File: src/rtl/regfile_sb.sv
`default_nettype none
// +--------------------------------------------------------------------+
// | regfile_sb : decode-stage register file with write-through bypass, |
// |              pending-write scoreboard, sequenced clear, debug tap. |
// | Revision   : 1.0                                                   |
// +--------------------------------------------------------------------+
module regfile_sb #(
    parameter int DATA_WIDTH = 32,
    parameter int ADDR_WIDTH = 5,
    parameter int NUM_RD     = 2,
    parameter int TAP_REG    = 10
) (
    input  logic                         clk,
    input  logic                         rst_n,
    input  logic [NUM_RD*ADDR_WIDTH-1:0] rd_addr,
    output logic [NUM_RD*DATA_WIDTH-1:0] rd_data,
    output logic [NUM_RD-1:0]            rd_busy,
    input  logic                         wr_en,
    input  logic [ADDR_WIDTH-1:0]        wr_addr,
    input  logic [DATA_WIDTH-1:0]        wr_data,
    input  logic                         iss_en,
    input  logic [ADDR_WIDTH-1:0]        iss_addr,
    input  logic                         clr_req,
    output logic                         clr_busy,
    output logic [DATA_WIDTH-1:0]        tap
);

    localparam int                    c_depth    = 2 ** ADDR_WIDTH;
    localparam logic [ADDR_WIDTH-1:0] c_first    = ADDR_WIDTH'(1);
    localparam logic [ADDR_WIDTH-1:0] c_last     = {ADDR_WIDTH{1'b1}};
    localparam logic [ADDR_WIDTH-1:0] c_tap      = ADDR_WIDTH'(TAP_REG);
    localparam logic [0:0]            c_st_idle  = 1'b0;
    localparam logic [0:0]            c_st_clear = 1'b1;

    logic [0:0]            r_state;
    logic [0:0]            w_state_nxt;
    logic [ADDR_WIDTH-1:0] r_cnt;
    logic [DATA_WIDTH-1:0] r_mem [c_depth];
    logic [c_depth-1:0]    r_busy;
    logic                  w_idle;
    logic                  w_wr;
    logic                  w_iss;

    always_ff @(posedge clk or negedge rst_n) begin
        if (!rst_n) begin
            r_state <= c_st_idle;
        end else begin
            r_state <= w_state_nxt;
        end
    end

    always_comb begin
        w_state_nxt = r_state;
        case (r_state)
            c_st_idle:  if (clr_req)          w_state_nxt = c_st_clear;
            c_st_clear: if (r_cnt == c_last)  w_state_nxt = c_st_idle;
            default:                          w_state_nxt = c_st_idle;
        endcase
    end

    always_comb begin
        w_idle   = (r_state == c_st_idle);
        clr_busy = (r_state == c_st_clear);
    end

    // Register 0 is hardwired: its writes and issue marks never commit.
    assign w_wr  = w_idle && wr_en  && (wr_addr  != '0);
    assign w_iss = w_idle && iss_en && (iss_addr != '0);

    // Clear walks entries 1..last; entry 0 is already permanently zero.
    always_ff @(posedge clk or negedge rst_n) begin
        if (!rst_n) begin
            r_cnt <= '0;
        end else if (w_idle) begin
            if (clr_req) begin
                r_cnt <= c_first;
            end
        end else if (r_cnt == c_last) begin
            r_cnt <= '0;
        end else begin
            r_cnt <= r_cnt + c_first;
        end
    end

    always_ff @(posedge clk or negedge rst_n) begin
        if (!rst_n) begin
            for (int i = 0; i < c_depth; i++) begin
                r_mem[i] <= '0;
            end
        end else if (w_wr) begin
            r_mem[wr_addr] <= wr_data;
        end else if (!w_idle) begin
            r_mem[r_cnt] <= '0;
        end
    end

    // Issue is applied after the write so a same-address pair leaves busy set.
    always_ff @(posedge clk or negedge rst_n) begin
        if (!rst_n) begin
            r_busy <= '0;
        end else if (w_idle) begin
            if (w_wr) begin
                r_busy[wr_addr] <= 1'b0;
            end
            if (w_iss) begin
                r_busy[iss_addr] <= 1'b1;
            end
        end else begin
            r_busy[r_cnt] <= 1'b0;
        end
    end

    generate
        for (genvar gi = 0; gi < NUM_RD; gi++) begin : g_rd
            logic [ADDR_WIDTH-1:0] w_ra;
            logic                  w_hit;

            assign w_ra  = rd_addr[gi*ADDR_WIDTH +: ADDR_WIDTH];
            assign w_hit = w_idle && wr_en && (wr_addr == w_ra);

            assign rd_data[gi*DATA_WIDTH +: DATA_WIDTH] =
                (w_hit && (w_ra != '0)) ? wr_data : r_mem[w_ra];
            assign rd_busy[gi] = r_busy[w_ra] && !w_hit;
        end
    endgenerate

    assign tap = r_mem[c_tap];

endmodule
`default_nettype wire

File: config.mk
export PLATFORM = sky130hd
export DESIGN_NAME = regfile_sb
export DESIGN_NICKNAME = d
export VERILOG_FILES = /design/src/rtl/regfile_sb.sv
export SDC_FILE = /design/constraint.sdc
export NUM_CORES = 2
export LEC_CHECK = 0
export ABC_AREA = 0
export CORE_ASPECT_RATIO = 1.1
export CORE_MARGIN = 5
export CORE_UTILIZATION = 61
export DETAILED_ROUTE_END_ITERATION = 16
export PLACE_DENSITY = 0.84
export SLEW_MARGIN = 20
export SYNTH_ARGS = -nofsm -noshare
export SYNTH_HDL_FRONTEND = slang
export SYNTH_SLANG_ARGS = --single-unit
File: constraint.sdc
create_clock -name clk -period 2.63 [get_ports clk]
set_input_delay 0.3945 -clock clk [delete_from_list [all_inputs] [get_ports clk]]
set_output_delay 0.3945 -clock clk [all_outputs]
set_load 0.005 [all_outputs]
==> metrics.txt, run 1 <==
initial antenna violation count 38; Port Buf Inserts 155; proportion of synthesized area in mux cells 20.9%; sequential element share of the synthesized area 48.1%; pin count of the biggest net entering global routing 79; Synth Instances 4171; H-tree lvl count 3; Mapped Nets 4233; dominant cell type by area after synthesis dfrtp_1; Post-synth top cells dfrtp_1, a22o_1, mux4_2, clkbuf_1, mux2i_1; Yosys warnings 0; clk root buf clkbuf_16; GP Congestion 1.01; synthesized area 0.0553 mm2; Post-synth top flop dfrtp_1; Synth Area in Adders 0.113%; gr ovfl total 109; Die W 297 um; Cell Rows 115; Post-DP Area 0.0644 mm2; CTS Sinks 1062; Num CTS Buffers 103; top cell type's share of synthesized area 48.1%; die height 326 um; most instantiated library cell after synthesis dfrtp_1; largest cells by area after synthesis dfrtp_1, mux4_2, a22o_1, mux2i_1, clkbuf_1; EDFF count, synth 0; Synth Area in Simple Gates 2.23%; worst_ep kind primary output; largest family of logic cells by synthesized area compound AO/OA/AOI/OAI gates; post-synthesis compound-gate area fraction 23.8%; Longest Clk Path Bufs 3; Synth cell types 53; DP HPWL 138 mm; flops & latches, synth 1062; asr flop ratio synth 100%; GRT Resource Usage Total 80.0%; Syn Area/Cell 13.2 um2; Last stage global routing (5_1_grt); Run Error [ERROR GRT-0232] Routing congestion too high. Check the congestion heatmap in the GUI.; initial core utilization 61.6%; worst setup endpoint GRT rd_data[21]; io pins 156; outcome stopped before the end; xor and xnor area share after synthesis 0.190%
## logic make-up after synthesis
kind of cell / after synthesis
AO/OA/AOI/OAI: 1589
XOR/XNOR: 12
adder cells (fa/ha/maj): 5
buffers and inverters: 598
flip-flops: 1062
multiplexers: 660
AND/OR/NAND/NOR: 245
## per-stage QoR
stage	setup WS, ns	cells
after CTS	-0.442	6029
after detailed placement	-1.21	5718
after global placement	-1.24	5718
after floorplan	0.150	4171
## layer usage
| layer | GRT overflow | track usage (%) |
|---|---|---|
| met1 | 9 | 76.1 |
| met2 | 35 | 89.9 |
| met3 | 6 | 76.9 |
| met4 | 58 | 76.9 |
| met5 | 1 | 62.5 |
## what timing repair did
action                                  4_1_cts
gates cloned                                  8
hold endpoints to repair                     25
resized for setup                           663
endpoints found under the setup margin       66
hold buffers                                  1
setup buffers                               149
pin swaps                                   226
==> run 2: changes to the inputs <==
--- a/config.mk
+++ b/config.mk
@@ -6,11 +6,10 @@
 export NUM_CORES = 2
 export LEC_CHECK = 0
 export ABC_AREA = 0
-export CORE_ASPECT_RATIO = 1.1
 export CORE_MARGIN = 5
-export CORE_UTILIZATION = 61
+export CORE_UTILIZATION = 40
 export DETAILED_ROUTE_END_ITERATION = 16
-export PLACE_DENSITY = 0.84
+export PLACE_DENSITY_LB_ADDON = 0.15
 export SLEW_MARGIN = 20
 export SYNTH_ARGS = -nofsm -noshare
 export SYNTH_HDL_FRONTEND = slang
==> run 2 against run 1 <==
Net effect: the flow now finishes, with violations (negative setup slack); synthesized cell count stayed put; area after synthesis stayed put.
==> metrics.txt, run 2 <==
Nets 4891; worst hold path class input port to async pin; Port Buf Inserts 155; Post-synth top cells dfrtp_1, a22o_1, mux4_2, clkbuf_1, mux2i_1; Syn Area/Cell 13.2 um2; Worst Max-Slew Pin Slew 0.686 ns; Vias 46343; Post-DP Area 0.0663 mm2; clk root buf clkbuf_16; Filler cells 11522; commonest non-fill, non-tap cells in the layout dfrtp_1, a22o_1, buf_4; dominant cell type by area after synthesis dfrtp_1; core area 0.137 mm2; Synth Instances 4171; CTS tree done; EDFF count, synth 0; io pins 156; DRT antenna net count 0; pin count of the biggest net entering global routing 113; GRT Resource Usage Total 32.2%; drt first pass iters 6; Avg Vias per Cell 6.89; largest cells by area after synthesis dfrtp_1, mux4_2, a22o_1, mux2i_1, clkbuf_1; final setup margin -0.585 ns; CTS Sinks 1062; Mapped Nets 4233; max frequency 311 MHz; nature of the critical path endpoint output port; RSZ-0062 raised after global routing true; most instantiated library cell after synthesis dfrtp_1; Clock transition at path regs 0.06 ns; Worst EP arrival 2.82 ns; Worst path max stage delay 0.39 ns; maximum vdd drop 590 uV; asr flop ratio synth 100%; Worst Path Max Fanout 7; Syn-to-layout area delta 31.7%; outcome complete, but fails checks; critical-path cell with the highest stage delay dfrtp_2; clock skew 0.0280 ns; first-pass GRT wire length 346 mm; final core utilization 53.0%; synthesized area 0.0553 mm2; die footprint 0.146 mm2; clk_lat worst skew 0.76 ns; Setup CP Type flip-flop to output port; final setup fails 67; crit-path cells nor2b_2, and2_4, buf_6, a31o_4, buf_12, buf_16, buf_6, nor3_4, a221o_1, buf_2; Post-synth top flop dfrtp_1; crit path buf inv count 5; vias in the first global route 47250; DP HPWL 152 mm; Longest Clk Path Bufs 3; Critical Path Source Type flip-flop; Largest register FFs 992; initial core utilization 40.2%; WL/cell 35.5 um; GP Congestion 0.897; failing checks negative setup slack; sequential element share of the synthesized area 48.1%; gr ovfl total 0; die height 382 um; Critical Path RT 2.24 ns; DR iter-0 viols 5443; Final Cell Area 0.0728 mm2; period utilization 122%; minimum clock period 3.21 ns; Reg with most FFs r_mem; slew margin rel. 54.3%; initial antenna violation count 5; max_cap viols 0; DRC 0; top cell type's share of synthesized area 48.1%; Yosys warnings 0; Leak 32.8 nW; Die W 382 um; flops & latches, synth 1062; delay-heaviest family, CP buffers and inverters; wirelength, routed 239 mm; Synth cell types 53; H-tree lvl count 3; layout cells sized above 1 39.8%; Slew Viols, Final 0; Num CTS Buffers 116; Crit path top cell by count buf_6; Cell Rows 136; Hold Vio Cnt, Final 0; most common cell after layout, fill and taps aside dfrtp_1; pwr/cell area 729 mW/mm2
[run 2: cell counts after synthesis]
No cell type changed its count.
[run 2: layer usage]
layer  wire length, um  track usage [%]  share of wire [%]
met1             95500             44.6                 40
met2            104000             47.2                 44
met3             25600             8.97                 11
met4             13200             15.2                5.5
met5               126                0              0.053
[run 2: stage by stage]
stage,setup slack (ns),cells,hold slack [ns],setup TNS [ns],power [mW]
after floorplan,0.150,4171,0.0989,0,27.6
after global placement,-1.34,6438,0.337,-68.28,34.7
after detailed placement,-1.32,6438,0.334,-66.28,34.9
after CTS,-0.606,6716,0.159,-25.70,52.9
after global routing,-0.602,6720,0.172,-28.21,54.9
final,-0.585,6723,0.164,-24.19,53.1
[run 2: path summary, 6_finish.rpt]
kind | slack [ns] | cells after the start | end | startpoint
setup / recovery | -0.58 | 10 | rd_data[51] | clr_busy
hold / removal | 0.16 | 2 | r_mem[744] | rst_n
setup reg to reg | 0.13 | 6 | r_mem[1016] | clr_busy
hold reg to reg | 0.51 | 1 | r_mem[1010] | r_mem[1010]
max in group asynchronous | 1.44 | 3 | r_mem[467] | rst_n
min in group clk | 0.49 | 3 | r_busy[7] | iss_addr[3]
[run 2: layout make-up]
class	count	area [um2]	area share, %
Multi-Input combinational cell	2512	28600	39.3
Sequential cell	1062	26600	36.5
Timing Repair Buffer	1126	11300	15.5
Clock buffer	172	3470	4.77
Tap cell	1794	2240	3.09
Clock inverter	43	564	0.776
Inverter	11	41.3	0.0567
Antenna cell	3	7.51	0.0103
[run 2: timing repair]
action                                 in CTS  in global routing
gates resized for setup                   611                 60
gates cloned                                5                  0
endpoints found under the hold margin     195                  0
hold buffers                                1                  0
setup buffers                              81                 17
pin swaps                                 174                 44
setup endpoints to repair                  67                 67
[run 2: logic make-up after synthesis]
kind of cell | after synthesis | share of synthesized area, %
AO/OA/AOI/OAI | 1589 | 23.8
multiplexers | 660 | 20.9
XOR/XNOR | 12 | 0.190
adder cells (fa/ha/maj) | 5 | 0.113
flip-flops | 1062 | 48.1
buffers and inverters | 598 | 4.69
AND/OR/NAND/NOR | 245 | 2.23
[run 2: report_power, final]
group	internal [mW]	switching, mW	total, mW
Combinational	7.28	7.46	14.7
Sequential	18.9	2.01	20.9
Clock	10.3	7.14	17.4
Total	36.5	16.6	53.1
(Power assumes the default switching activity.)
